===== src/rtl/genius_pkg.sv =====
// genius_pkg: shared definitions for the sequence player.
// Holds the FSM state encoding, the one-hot colour constants used by the
// sequence ROM, buttons and LEDs, and a small colour type.
package genius_pkg;

  typedef logic [3:0] colour_t;

  typedef enum logic [2:0] {
    ST_IDLE    = 3'd0,
    ST_GAP     = 3'd1,
    ST_SHOW    = 3'd2,
    ST_WAIT_IN = 3'd3,
    ST_WIN     = 3'd4,
    ST_LOSE    = 3'd5
  } state_t;

  localparam colour_t COL_G  = 4'b0001;
  localparam colour_t COL_R  = 4'b0010;
  localparam colour_t COL_Y  = 4'b0100;
  localparam colour_t COL_B  = 4'b1000;
  localparam colour_t ALL_ON = 4'b1111;

endpackage


===== src/rtl/genius_seq_player_if.sv =====
// genius_seq_player_if: bus between the player and the sequence ROM.
//   seq_addr  ROM address, driven by the player (master)
//   seq_data  one-hot colour, driven combinationally by the ROM (slave)
interface genius_seq_player_if;
  import genius_pkg::*;

  logic [3:0] seq_addr;
  colour_t    seq_data;

  modport master (output seq_addr, input seq_data);
  modport slave  (input seq_addr, output seq_data);

endinterface


===== src/rtl/genius_press_detect.sv =====
// genius_press_detect: turns the debounced button vector into press events.
//   clk, rst   clock and synchronous active-high reset
//   buttons    debounced, synchronised buttons, active-high
//   press      high for the one cycle where buttons leave the all-released state
//   press_val  the button vector belonging to that press
// A press is only recognised after every button was released, so a button
// held across a state change never counts as a new press.
module genius_press_detect
  import genius_pkg::*;
(
  input  logic    clk,
  input  logic    rst,
  input  colour_t buttons,
  output logic    press,
  output colour_t press_val
);

  colour_t prev_buttons;

  // Remember last cycle's buttons to find the released-to-pressed edge.
  always_ff @(posedge clk) begin
    if (rst) prev_buttons <= '0;
    else     prev_buttons <= buttons;
  end

  assign press     = (buttons != '0) && (prev_buttons == '0);
  assign press_val = buttons;

endmodule


===== src/rtl/genius_seq_player.sv =====
// genius_seq_player: plays a growing colour sequence from the sequence ROM
// and checks the player's presses against it.
//   clk, rst   clock and synchronous active-high reset
//   start      one-cycle start/restart pulse (honoured in IDLE/WIN/LOSE)
//   rom        ROM bus: registered seq_addr out, one-hot seq_data in
//   buttons    debounced player buttons, active-high
//   leds       colour lamps (playback colour, button echo, or all on in WIN)
//   round      current round 1..MAX_ROUND, 0 in IDLE
//   busy       high while a game is in progress
//   win, lose  game outcome levels
module genius_seq_player
  import genius_pkg::*;
#(
  parameter int SHOW_CYCLES    = 25000000,
  parameter int GAP_CYCLES     = 12500000,
  parameter int TIMEOUT_CYCLES = 250000000,
  parameter int MAX_ROUND      = 16
) (
  input  logic                       clk,
  input  logic                       rst,
  input  logic                       start,
  genius_seq_player_if.master        rom,
  input  colour_t                    buttons,
  output colour_t                    leds,
  output logic [4:0]                 round,
  output logic                       busy,
  output logic                       win,
  output logic                       lose
);

  localparam int MAX_A   = (SHOW_CYCLES > GAP_CYCLES) ? SHOW_CYCLES : GAP_CYCLES;
  localparam int MAX_CYC = (MAX_A > TIMEOUT_CYCLES) ? MAX_A : TIMEOUT_CYCLES;
  localparam int TW      = ($clog2(MAX_CYC) < 1) ? 1 : $clog2(MAX_CYC);

  localparam logic [TW-1:0] GAP_LAST  = TW'(GAP_CYCLES - 1);
  localparam logic [TW-1:0] SHOW_LAST = TW'(SHOW_CYCLES - 1);
  localparam logic [TW-1:0] TO_LAST   = TW'(TIMEOUT_CYCLES - 1);
  localparam logic [4:0]    ROUND_MAX = 5'(MAX_ROUND);

  state_t        state_q, state_n;
  logic [3:0]    addr_q, addr_n;
  logic [4:0]    round_q, round_n;
  logic [TW-1:0] timer_q, timer_n;
  logic          shown_q, shown_n;
  logic          press;
  colour_t       press_val;
  logic          last_idx;

  genius_press_detect u_press (
    .clk       (clk),
    .rst       (rst),
    .buttons   (buttons),
    .press     (press),
    .press_val (press_val)
  );

  // shown_q marks that the final colour of this round has been played, so the
  // gap that follows leads to WAIT_IN rather than another SHOW. Without it the
  // leading gap of round 1 (addr 0 == round-1) would look identical.
  assign last_idx = ({1'b0, addr_q} == (round_q - 5'd1));

  always_ff @(posedge clk) begin
    if (rst) begin
      state_q <= ST_IDLE;
      addr_q  <= '0;
      round_q <= '0;
      timer_q <= '0;
      shown_q <= 1'b0;
    end else begin
      state_q <= state_n;
      addr_q  <= addr_n;
      round_q <= round_n;
      timer_q <= timer_n;
      shown_q <= shown_n;
    end
  end

  always_comb begin
    state_n = state_q;
    addr_n  = addr_q;
    round_n = round_q;
    timer_n = timer_q;
    shown_n = shown_q;
    leds    = '0;

    case (state_q)
      ST_IDLE, ST_WIN, ST_LOSE: begin
        if (state_q == ST_WIN) leds = ALL_ON;
        if (start) begin
          round_n = 5'd1;
          addr_n  = '0;
          timer_n = '0;
          shown_n = 1'b0;
          state_n = ST_GAP;
        end
      end

      ST_GAP: begin
        if (timer_q == GAP_LAST) begin
          timer_n = '0;
          if (shown_q) begin
            addr_n  = '0;
            shown_n = 1'b0;
            state_n = ST_WAIT_IN;
          end else begin
            state_n = ST_SHOW;
          end
        end else begin
          timer_n = timer_q + 1'b1;
        end
      end

      ST_SHOW: begin
        leds = rom.seq_data;
        if (timer_q == SHOW_LAST) begin
          timer_n = '0;
          state_n = ST_GAP;
          if (last_idx) shown_n = 1'b1;
          else          addr_n  = addr_q + 4'd1;
        end else begin
          timer_n = timer_q + 1'b1;
        end
      end

      ST_WAIT_IN: begin
        leds = buttons;
        // A press takes priority over a timeout on the same cycle.
        if (press) begin
          if (press_val == rom.seq_data) begin
            if (!last_idx) begin
              addr_n  = addr_q + 4'd1;
              timer_n = '0;
            end else if (round_q == ROUND_MAX) begin
              state_n = ST_WIN;
            end else begin
              round_n = round_q + 5'd1;
              addr_n  = '0;
              timer_n = '0;
              shown_n = 1'b0;
              state_n = ST_GAP;
            end
          end else begin
            state_n = ST_LOSE;
          end
        end else if (timer_q == TO_LAST) begin
          state_n = ST_LOSE;
        end else begin
          timer_n = timer_q + 1'b1;
        end
      end

      default: state_n = ST_IDLE;
    endcase
  end

  assign rom.seq_addr = addr_q;
  assign round        = round_q;
  assign busy         = (state_q == ST_GAP) || (state_q == ST_SHOW) || (state_q == ST_WAIT_IN);
  assign win          = (state_q == ST_WIN);
  assign lose         = (state_q == ST_LOSE);

endmodule


===== src/flat_wrapper.sv =====
// flat-port wrapper written by rule: the top's interface ports become plain ports
module genius_seq_player_flat import genius_pkg::*;
#(
  parameter int SHOW_CYCLES    = 25000000,
  parameter int GAP_CYCLES     = 12500000,
  parameter int TIMEOUT_CYCLES = 250000000,
  parameter int MAX_ROUND      = 16
)
  (clk, rst, start, buttons, leds, round, busy, win, lose, rom_seq_addr, rom_seq_data);
  genius_seq_player_if rom_i ();
  input  logic clk;
  input  logic rst;
  input  logic start;
  input  colour_t buttons;
  output colour_t leds;
  output logic [4:0] round;
  output logic busy;
  output logic win;
  output logic lose;
  output wire logic [$bits(rom_i.seq_addr)-1:0] rom_seq_addr;
  input wire logic [$bits(rom_i.seq_data)-1:0] rom_seq_data;
  assign rom_seq_addr = rom_i.seq_addr;
  assign rom_i.seq_data = rom_seq_data;
  genius_seq_player #(.SHOW_CYCLES(SHOW_CYCLES), .GAP_CYCLES(GAP_CYCLES), .TIMEOUT_CYCLES(TIMEOUT_CYCLES), .MAX_ROUND(MAX_ROUND)) u_core (.clk(clk), .rst(rst), .start(start), .rom(rom_i), .buttons(buttons), .leds(leds), .round(round), .busy(busy), .win(win), .lose(lose));
endmodule

===== config.mk =====
export PLATFORM = sky130hd
export DESIGN_NAME = genius_seq_player_flat
export DESIGN_NICKNAME = d
export VERILOG_FILES = /design/src/rtl/genius_pkg.sv /design/src/rtl/genius_seq_player_if.sv /design/src/rtl/genius_press_detect.sv /design/src/rtl/genius_seq_player.sv /design/src/flat_wrapper.sv
export SDC_FILE = /design/constraint.sdc
export NUM_CORES = 1
export LEC_CHECK = 0
export ABC_AREA = 1
export CAP_MARGIN = 20
export CORE_ASPECT_RATIO = 0.9
export CORE_UTILIZATION = 45
export DETAILED_ROUTE_END_ITERATION = 7
export SKIP_CTS_REPAIR_TIMING = 1
export SYNTH_ARGS = -nofsm -noshare
export SYNTH_HDL_FRONTEND = slang
export SYNTH_HIERARCHICAL = 1
export SYNTH_SLANG_ARGS = --single-unit

===== constraint.sdc =====
create_clock -name clk -period 4.35 [get_ports clk]
set_clock_uncertainty 0.15 [all_clocks]
set_input_delay 0.87 -clock clk [delete_from_list [all_inputs] [get_ports clk]]
set_output_delay 0.87 -clock clk [all_outputs]
set_load 0.05 [all_outputs]

==> results_dict.tcl <==
set metrics [dict create \
    run_status "completed" \
    cts.reportedPaths.clkPinSlew_ns 0.08 \
    initial_core_util_pct 47.3 \
    p_leak_uw 0.00160 \
    worstPathRequired_ns 3.33 \
    final_antenna_net_count 0 \
    avgRoutedWirePerCell_um 13.6 \
    final_nets 632 \
    yosysTopAreaCellShare_pct 24.7 \
    postSynthCellCount 603 \
    cts_tree "yes" \
    place_congestion 0.927 \
    critical_path.slowest_cell "clkdlybuf4s50_1" \
    top_usage_layer "met2" \
    path_class "in2out" \
    final_max_slew_viol_count 0 \
    global_route.usage.total_pct 23.6 \
    die_w_um 96.9 \
    floorplan.die_area_um2 8460 \
    antenna_violations_before_repair 0 \
    crit_fanout 2 \
    detailroute.via_count 3745 \
    worst_path_largest_cell_delay_ns 0.71 \
    powerDensity_nw_per_um2 435 \
    yosysWarnings 6 \
    path_common_cell "clkdlybuf4s50_1" \
    vdd_ir_drop_max_uv 232 \
    nFillCells 799 \
    setup_violations 0 \
    final_tns_setup_ns 0 \
    synth-main-ff-cell "dfxtp_1" \
    dieHeight_um 87.4 \
    tritoncts.num_buffers 5 \
    unrepaired_setup_endpoints_after_global_routing "no" \
    maxClockFrequency_ghz 0.294 \
    maximum_number_of_pins_on_one_net_before_global_route_repair 28 \
    avgSynthCellArea_um2 6.04 \
    grt_pass1_wl_um 16200 \
    synth-seq-cells 45 \
    route.detailed.drc 0 \
    tightestPinTransition_ns 0.687 \
    critPathArrivalTime_ns 2.38 \
    worst_skew_pair.late_latency_ns 0.30 \
    first_global_vias 3350 \
    post-synth-top-area-cell "dfxtp_1" \
    drtIter0Drc 263 \
    grt.met1_usage_pct 33.4 \
    setup.worst_path.end_class "output pin" \
    setup.worst_path.start_class "primary input" \
    drive_gt1_share_pct 8.74 \
    rows 30 \
    ys_seq_area_share_pct 24.7 \
    route.final.wire_length_um 9720 \
    synthesis.area_um2 3640 \
    antennaDiodeCount 0 \
    clock_sink_count 45 \
    placement.setup.worst_slack_ns 0.957 \
    place_hpwl_um 7370 \
    cp_cell_sequence "clkdlybuf4s50_1, a221o_1, clkdlybuf4s50_1" \
    ctsHtreeMaxLevel 2 \
    area_growth_pct 9.00 \
    route.detailed.vias_per_inst 5.25 \
    yosysUniqueCellTypes 40 \
    hp-class "reg2reg" \
    numPortBuffers 26 \
    timing.critical_path.buf_inv 2 \
    global_route.overflow_total 0 \
    synth-async-reset-ratio_pct 0 \
    cts-root-to-sink-buffers 2 \
    global_route.usage.met3_pct 3.29 \
    boundaryPins 27 \
    maxSlewHeadroom_pct 54.1 \
    clockRootBuffer "clkbuf_8" \
    cap_violations 0 \
    crit_family "buffers and inverters" \
    finalCriticalPeriod_ns 3.40 \
    synth_fp_nets 618 \
    drtPass1Iterations 5 \
    final_ws_setup_ns 0.954 \
    post_synth_main_area_contributors "dfxtp_1 (25%), nand2_1 (18%), nor2_1 (9.1%)" \
    mostFrequentLayoutCells "nand2_1 (178), nor2_1 (88), inv_1 (62)" \
    finalHoldViolations 0 \
    groute.layer.met2.usage_pct 38.0 \
    count_of_flip_flops_with_a_built_in_enable_after_synthesis 0 \
    mostFrequentLayoutCell "nand2_1" \
    core_um2 7690 \
    post-route-period-util_pct 78.1 \
]
-- stage by stage --
step	cell area, µm²	instances	hold WS, ns	total power (µW)	util (%)
floorplan	3640	603	0.298	1290	-
global placement	3890	706	0.329	1470	50.6
detailed placement	3890	706	0.333	1480	50.6
CTS	3970	714	0.346	1740	51.6
global route	3970	714	0.396	1860	51.6
finish	3970	714	0.343	1730	51.6
-- sequential cells by signal, indices dropped and copies added, names as in the netlist --
register,flops
u_core/shown_q,1
u_core/state_q,3
u_core/timer_q,28
u_core/rom.seq_addr,4
u_core/round,5
u_core/u_press/prev_buttons,4
-- layer usage --
| layer | part of all wire [%] | vias to the layer above | routed length (µm) |
|---|---|---|---|
| li1 | - | 1955 | - |
| met1 | 53 | 1703 | 5140 |
| met2 | 43 | 80 | 4140 |
| met3 | 3.8 | 7 | 370 |
| met4 | 0.76 | 0 | 74 |
| met5 | 0 | - | 0 |
-- final cells by class --
cell class	instances	area, µm²	area share (%)
inverters	67	256	6.46
multi-input cells	470	2340	58.9
clock buffers	8	80.1	2.02
flip-flops and latches	45	901	22.7
well taps	96	120	3.02
repair buffers	28	275	6.93
-- cell usage after synthesis (2+ instances only) --
cell and number:
nor2_4 5, nor3_1 7, o21ai_1 2, or2_2 2, inv_1 62, buf_2 7
nand2_1 178, dfxtp_1 45, nand3b_1 4, nand4_1 20, nand3_1 57, xor2_1 13
o21ai_0 10, buf_6 4, a21oi_1 31, nor2_2 12, buf_4 8, nor2_1 88
nand2_4 2, clkbuf_1 2, nand2_2 12, ha_1 4, a221o_1 4, xnor2_1 3
nand3_2 2, inv_4 2, inv_2 3, nand3_4 2
-- power breakdown --
part | internal [µW] | leakage [µW] | switching (µW)
Clock | 115 | 0.0000395 | 141
Sequential | 455 | 0.000365 | 57.0
Combinational | 297 | 0.00120 | 665
-- final timing paths --
kind | to | slack [ns] | from | cells past startpoint
min reg2reg | u_core/timer_q[1]$_SDFFE_PP0P_ | 0.34 | u_core/timer_q[1]$_SDFFE_PP0P_ | 2
max | leds[0] | 0.95 | rom_seq_data[0] | 3
min | u_core/timer_q[1]$_SDFFE_PP0P_ | 0.34 | u_core/timer_q[1]$_SDFFE_PP0P_ | 2
max reg2reg | u_core/rom.seq_addr[2]$_SDFFE_PP0P_ | 1.88 | u_core/timer_q[0]$_SDFFE_PP0P_ | 12
-- kinds of logic (layout without fill, tap and decap cells) --
kind of cell	count (synthesis)	count (layout)	share of synthesized area (%)
and+or+nand+nor	398	398	50.9
adders and majority gates	4	4	1.37
xor gates and xnor gates	16	16	3.85
DFF	45	45	24.7
AOI/OAI and AO/OA	52	52	8.04
buffers and inverters	88	103	11.1
-- worst register-to-register path, stage by stage, from the launching register on --
cell and delay (ns):
dfxtp_1 0.40, ha_1 0.27, nand2_2 0.14, nor2_8 0.19, nand3_2 0.08, nor2_1 0.09, nand2_1 0.12, nand2_2 0.12
nand3_4 0.30, nor2_4 0.27, nand2_2 0.10, nand2_1 0.07, a21oi_1 0.06
Power figures use the tool's default switching activity.
